<file path="config.mk">
export PLATFORM = sky130hd
export DESIGN_NAME = znd_scan_seq
export DESIGN_NICKNAME = d
export VERILOG_FILES = /design/src/rtl/znd_pkg.sv /design/src/rtl/znd_ch_tbl.sv /design/src/rtl/znd_scan_seq.sv
export SDC_FILE = /design/constraint.sdc
export NUM_CORES = 1
export LEC_CHECK = 0
export ABC_CLOCK_PERIOD_IN_PS = 2100
export CAP_MARGIN = 20
export CORE_MARGIN = 2
export CORE_UTILIZATION = 55
export CTS_BUF_LIST = sky130_fd_sc_hd__clkbuf_2
export CTS_CLUSTER_SIZE = 30
export DETAILED_ROUTE_END_ITERATION = 16
export GPL_ROUTABILITY_DRIVEN = 0
export GPL_TIMING_DRIVEN = 0
export PLACE_DENSITY = 0.79
export SYNTH_ARGS = -nofsm -noshare
export SYNTH_HDL_FRONTEND = slang
export SYNTH_SLANG_ARGS = --single-unit
</file>
<file path="constraint.sdc">
create_clock -name clk250 -period 2.1 [get_ports clk250]
set_input_delay 0.42 -clock clk250 [delete_from_list [all_inputs] [get_ports clk250]]
set_output_delay 0.42 -clock clk250 [all_outputs]
set_load 0.01 [all_outputs]
</file>
<file path="src/rtl/znd_pkg.sv">
// Shared types for the probe firing scheduler: FSM states, table entry layout,
// the acquisition timeout default and the burst-target rule.
package znd_pkg;

    localparam int FW         = 8;
    localparam int TOW        = 12;
    localparam int ACQ_TO_DEF = 4095;

    typedef enum logic [2:0] {
        IDLE,
        LOAD,
        FIRE,
        WAIT_ACQ,
        NEXT
    } znd_state_e;

    typedef struct packed {
        logic [FW-1:0] frq;
        logic [FW-1:0] pw;
        logic [FW-1:0] burst;
        logic          en;
    } znd_ent_t;

    // A programmed burst of zero still fires one probe period.
    function automatic logic [FW-1:0] burst_tgt(input logic [FW-1:0] b);
        return (b == '0) ? FW'(1) : b;
    endfunction

endpackage

</file>
<file path="src/rtl/znd_ch_tbl.sv">
// Per-channel settings table: write port, combinational read at ch_i, and the
// lowest-enabled / next-enabled-above priority encoders over the live table.
module znd_ch_tbl
    import znd_pkg::*;
#(
    parameter int NCH = 4,
    parameter int CHW = 2
) (
    input  logic           clk250,
    input  logic           rst_n,
    input  logic           we_i,
    input  logic [CHW-1:0] waddr_i,
    input  znd_ent_t       wdat_i,
    input  logic [CHW-1:0] ch_i,
    output logic [FW-1:0]  rd_frq_o,
    output logic [FW-1:0]  rd_pw_o,
    output logic [FW-1:0]  rd_burst_o,
    output logic           nxt_vld_o,
    output logic [CHW-1:0] nxt_idx_o,
    output logic [CHW-1:0] low_idx_o,
    output logic           any_en_o
);

    znd_ent_t tbl_q [NCH];

    always_ff @(posedge clk250 or negedge rst_n) begin
        if (!rst_n) begin
            for (int i = 0; i < NCH; i++) begin
                tbl_q[i] <= '0;
            end
        end else if (we_i) begin
            for (int i = 0; i < NCH; i++) begin
                if (waddr_i == CHW'(i)) begin
                    tbl_q[i] <= wdat_i;
                end
            end
        end
    end

    // Descending scan so the last hit (the lowest index) wins both encoders.
    always_comb begin
        rd_frq_o   = '0;
        rd_pw_o    = '0;
        rd_burst_o = '0;
        nxt_vld_o  = 1'b0;
        nxt_idx_o  = '0;
        low_idx_o  = '0;
        any_en_o   = 1'b0;
        for (int i = NCH - 1; i >= 0; i--) begin
            if (ch_i == CHW'(i)) begin
                rd_frq_o   = tbl_q[i].frq;
                rd_pw_o    = tbl_q[i].pw;
                rd_burst_o = tbl_q[i].burst;
            end
            if (tbl_q[i].en) begin
                any_en_o  = 1'b1;
                low_idx_o = CHW'(i);
                if (CHW'(i) > ch_i) begin
                    nxt_vld_o = 1'b1;
                    nxt_idx_o = CHW'(i);
                end
            end
        end
    end

endmodule

</file>
<file path="src/rtl/znd_scan_seq.sv">
// Probe firing scheduler: walks enabled channels, fires a burst, then waits for acquisition.
// Two cycles from run to generator release; acq_done gates each advance, bounded by ACQ_TO.
module znd_scan_seq
    import znd_pkg::*;
#(
    parameter int NCH    = 4,
    parameter int CHW    = 2,
    parameter int ACQ_TO = ACQ_TO_DEF
) (
    input  logic           clk250,
    input  logic           rst_n,
    input  logic           run,
    input  logic           cfg_we,
    input  logic [CHW-1:0] cfg_addr,
    input  logic [FW-1:0]  cfg_frq,
    input  logic [FW-1:0]  cfg_pw,
    input  logic [FW-1:0]  cfg_burst,
    input  logic           cfg_en,
    input  logic           clk_znd,
    input  logic           acq_done,
    output logic           gen_sync_n,
    output logic [FW-1:0]  frq_div,
    output logic [FW-1:0]  pw,
    output logic [CHW-1:0] ch_sel,
    output logic           acq_start,
    output logic           busy,
    output logic           frame_done,
    output logic           err_to
);

    znd_state_e     state_q, state_d;
    logic [CHW-1:0] ch_q, ch_d;
    logic [CHW-1:0] sel_q, sel_d;
    logic [FW-1:0]  frq_q, frq_d;
    logic [FW-1:0]  pw_q, pw_d;
    logic [FW-1:0]  bt_q, bt_d;
    logic [FW-1:0]  bcnt_q, bcnt_d;
    logic [TOW-1:0] tcnt_q, tcnt_d;
    logic           err_q, err_d;
    logic           acq_start_q, acq_start_d;

    logic [FW-1:0]  rd_frq, rd_pw, rd_burst;
    logic           nxt_vld, any_en;
    logic [CHW-1:0] nxt_idx, low_idx;
    znd_ent_t       wdat;

    assign wdat = '{frq: cfg_frq, pw: cfg_pw, burst: cfg_burst, en: cfg_en};

    znd_ch_tbl #(
        .NCH (NCH),
        .CHW (CHW)
    ) u_tbl (
        .clk250     (clk250),
        .rst_n      (rst_n),
        .we_i       (cfg_we),
        .waddr_i    (cfg_addr),
        .wdat_i     (wdat),
        .ch_i       (ch_q),
        .rd_frq_o   (rd_frq),
        .rd_pw_o    (rd_pw),
        .rd_burst_o (rd_burst),
        .nxt_vld_o  (nxt_vld),
        .nxt_idx_o  (nxt_idx),
        .low_idx_o  (low_idx),
        .any_en_o   (any_en)
    );

    always_ff @(posedge clk250 or negedge rst_n) begin
        if (!rst_n) begin
            state_q     <= IDLE;
            ch_q        <= '0;
            sel_q       <= '0;
            frq_q       <= '0;
            pw_q        <= '0;
            bt_q        <= '0;
            bcnt_q      <= '0;
            tcnt_q      <= '0;
            err_q       <= 1'b0;
            acq_start_q <= 1'b0;
        end else begin
            state_q     <= state_d;
            ch_q        <= ch_d;
            sel_q       <= sel_d;
            frq_q       <= frq_d;
            pw_q        <= pw_d;
            bt_q        <= bt_d;
            bcnt_q      <= bcnt_d;
            tcnt_q      <= tcnt_d;
            err_q       <= err_d;
            acq_start_q <= acq_start_d;
        end
    end

    always_comb begin
        state_d     = state_q;
        ch_d        = ch_q;
        sel_d       = sel_q;
        frq_d       = frq_q;
        pw_d        = pw_q;
        bt_d        = bt_q;
        bcnt_d      = bcnt_q;
        tcnt_d      = tcnt_q;
        err_d       = err_q;
        acq_start_d = 1'b0;
        frame_done  = 1'b0;
        case (state_q)
            IDLE: begin
                if (run && any_en) begin
                    err_d   = 1'b0;
                    ch_d    = low_idx;
                    state_d = LOAD;
                end
            end
            LOAD: begin
                frq_d   = rd_frq;
                pw_d    = rd_pw;
                sel_d   = ch_q;
                bt_d    = burst_tgt(rd_burst);
                bcnt_d  = '0;
                state_d = FIRE;
            end
            FIRE: begin
                if (clk_znd) begin
                    bcnt_d = bcnt_q + 1'b1;
                    if (bcnt_d == bt_q) begin
                        acq_start_d = 1'b1;
                        tcnt_d      = '0;
                        state_d     = WAIT_ACQ;
                    end
                end
            end
            WAIT_ACQ: begin
                // acq_done wins over a timeout landing in the same cycle.
                if (acq_done) begin
                    state_d = NEXT;
                end else if (tcnt_q == TOW'(ACQ_TO - 1)) begin
                    err_d   = 1'b1;
                    state_d = NEXT;
                end else begin
                    tcnt_d = tcnt_q + 1'b1;
                end
            end
            NEXT: begin
                if (nxt_vld) begin
                    if (run) begin
                        ch_d    = nxt_idx;
                        state_d = LOAD;
                    end else begin
                        state_d = IDLE;
                    end
                end else begin
                    frame_done = 1'b1;
                    if (run && any_en) begin
                        ch_d    = low_idx;
                        state_d = LOAD;
                    end else begin
                        state_d = IDLE;
                    end
                end
            end
            default: state_d = IDLE;
        endcase
    end

    assign gen_sync_n = (state_q == FIRE);
    assign busy       = (state_q != IDLE);
    assign acq_start  = acq_start_q;
    assign frq_div    = frq_q;
    assign pw         = pw_q;
    assign ch_sel     = sel_q;
    assign err_to     = err_q;

endmodule

</file>
==> summary.txt <==
Largest cells by area after synthesis - dfrtp_1, mux2_2, mux4_2, nand2_1, o21ai_0
Yosys top cell by area - dfrtp_1
Max-slew headroom - 0.5184
Failing checks - setup timing
Row count - 41
Status - complete, but fails checks
Top post-synthesis cells by count - dfrtp_1, mux2_2, mux4_2
CTS buffer count - 17
Count leader, synth - dfrtp_1
Asr flop ratio synth - 1.000
Die area - 13760 um^2
First-pass GRT wire length - 25.59 mm
Synth Register Bits - 153
Gr usage total - 0.2369
Power share of the combinational group - 0.395
Detailed placement HPWL - 9.711 mm
Initial antenna violation count - 0
Clock buffer depth - 2
Vias in the first global route - 5019
P&R area growth vs syn - 21.08%
# H-tree levels - 4
I/O pin cnt - 56
Achievable Freq - 0.4341 GHz
Sw Ratio - 0.3409
Crit path launch type - register
CTS sink cnt - 153
Post-Syn Instances - 509
Dpl cells - 737
Synth Warn # - 0
Remaining DRCs - 0
WL per Instance - 19.26 um
Kind of critical path - reg -> out
Fillers - 891
RSZ-0062 raised after global routing - yes
Clk Latency, worst-skew pair - 0.75 ns
Power Internal - 6.529 mW
Clk root buf - clkbuf_2
Drt first pass iters - 5
Vias - 4849
Clock Skew - 0.03802 ns
Min Tclk post-route - 2.304 ns
Post-synth EDFFs - 0
Syn Nets - 545
Sw power - 3.376 mW
Crit-path max FO - 3
PwrDens - 1158 nW/um^2
Max-slew violation count - 0
HP Class - in -> async
Synthesized area - 7063 um^2
Die W - 117.3 um
Setup ws final - -0.2036 ns
DR vias/cell - 6.031
WL final - 15.49 mm
Antenna-violating nets left - 0
Post-route insts no fill - 804
Core Area - 12570 um^2
Final number of hold-violating endpoints - 0
Starting Density - 0.5620
Worst R2R Setup Slack - -0.15 ns
Die outline height - 117.3 um
Synth unique cells - 53
Leak - 3.687 nW
Post-place setup slack - -0.9203 ns
Crit end category - output port
Clk pwr share - 0.180
Flop pwr share - 0.425
Post-Syn Area per Cell - 13.88 um^2
TritonCTS clock tree - yes
CP arrival - 1.88 ns
Period utilisation layout - 1.097
Clock slew at reported path FFs - 0.23 ns
Port bufs - 55
Initial DRC Count - 445
Final setup violating endpoints - 16
Share of cells above drive strength 1 - 0.4161
Synth top area share - 0.5421
GRT overflow - 0
Seq/Total Area, Yosys - 0.5421
Critical path required time - 1.68 ns
Fin nets - 655
Max cap viols - 0
Largest net degree at the start of global routing - 102
Top_reg_cell synth - dfrtp_1
Actual slew at the worst max-slew pin - 0.7130 ns
Antenna cells - 0
VDD IR-drop max - 0.0006422 V
-- routing by layer --
layer,global-route usage,vias up,part of all wire
li1,-,2148,-
met3,0.05837,39,0.050
met5,0,-,0
met4,0.07380,0,0.020
met2,0.3863,175,0.49
met1,0.3169,2487,0.44
-- placed cells by master (no fill, tap or decap), drive strengths merged, types with 12 or more instances in the layout --
cell	netlist	routed
mux2	127	127
clkbuf	20	37
nand3	12	12
mux4	24	24
nand2	21	21
dlygate4sd2	0	20
clkdlybuf4s50	0	31
nor2	15	15
buf	5	45
dfrtp	153	153
o21ai	17	18
-- power groups by stage --
stage	Sequential, mW	Clock, mW	Combinational (mW)
4_1_cts	4.19	1.82	3.75
3_5_place_dp	4.24	0	3.40
2_1_floorplan	4.18	0	2.27
3_3_place_gp	4.18	0	3.30
5_1_grt	4.30	1.95	4.21
6_report	4.21	1.78	3.92
-- state kept, by name, indices dropped and copies added (netlist names) --
signal       cells
u_tbl.tbl_q    100
tcnt_q          12
bcnt_q           8
bt_q             8
frq_div          8
pw               8
state_q          3
ch_q             2
ch_sel           2
acq_start        1
err_to           1
-- worst max-delay path: stages, from the launching register on --
cell	delay (ns)
dfrtp_2	0.47
buf_6	0.13
nor3b_4	0.22
o221a_4	0.23
buf_6	0.10
-- timing repair --
action	in CTS	in global routing
buffers inserted	27	9
gates resized for setup	75	12
endpoints found under the hold margin	52	0
endpoints found under the setup margin	91	26
pin swaps	19	6
cloned	1	0
hold buffers	1	0
-- layout make-up --
| cell class | count | area, um^2 | area share |
|---|---|---|---|
| plain buffers | 23 | 136.4 | 0.01595 |
| multi-input cells | 325 | 3212 | 0.3756 |
| inverters | 7 | 28.78 | 0.003365 |
| clock buffers | 19 | 95.09 | 0.01112 |
| clock inverters | 13 | 167.7 | 0.01961 |
| repair buffers | 92 | 858.3 | 0.1004 |
| well taps | 172 | 215.2 | 0.02516 |
| flip-flops and latches | 153 | 3839 | 0.4489 |
-- final timing paths --
path,start,endpoint,cells after the start
max in group asynchronous,rst_n,u_tbl.tbl_q[14],3
hold / removal,rst_n,bcnt_q[6],2
hold reg to reg,bcnt_q[7],bcnt_q[7],1
min in group clk250,cfg_burst[5],u_tbl.tbl_q[31],2
setup reg to reg,bcnt_q[3],tcnt_q[6],7
setup / recovery,state_q[1],frame_done,4
-- through the flow --
| step | util | cell area [um^2] | TNS (ns) | power [mW] | hold slack (ns) |
|---|---|---|---|---|---|
| 6_report | 0.6804 | 8552 | -1.867 | 9.906 | 0.1455 |
| 5_1_grt | 0.6804 | 8552 | -3.498 | 10.47 | 0.1382 |
| 4_1_cts | 0.6734 | 8463 | -1.341 | 9.758 | 0.1164 |
| 3_5_place_dp | 0.6254 | 7860 | -47.12 | 7.642 | 0.4053 |
| 3_3_place_gp | 0.6231 | 7831 | -838.19 | 7.486 | 0.4812 |
| 2_1_floorplan | - | 7066 | 0 | 6.451 | 0.1244 |
-- cell families after synthesis --
logic type	synth area share
buf+inv	0.01807
flops	0.5421
simple gates	0.07529
fa+ha+maj	0.005315
xor+xnor	0.009921
compound gates	0.06750
mux	0.2818
(Power assumes the default switching activity.)
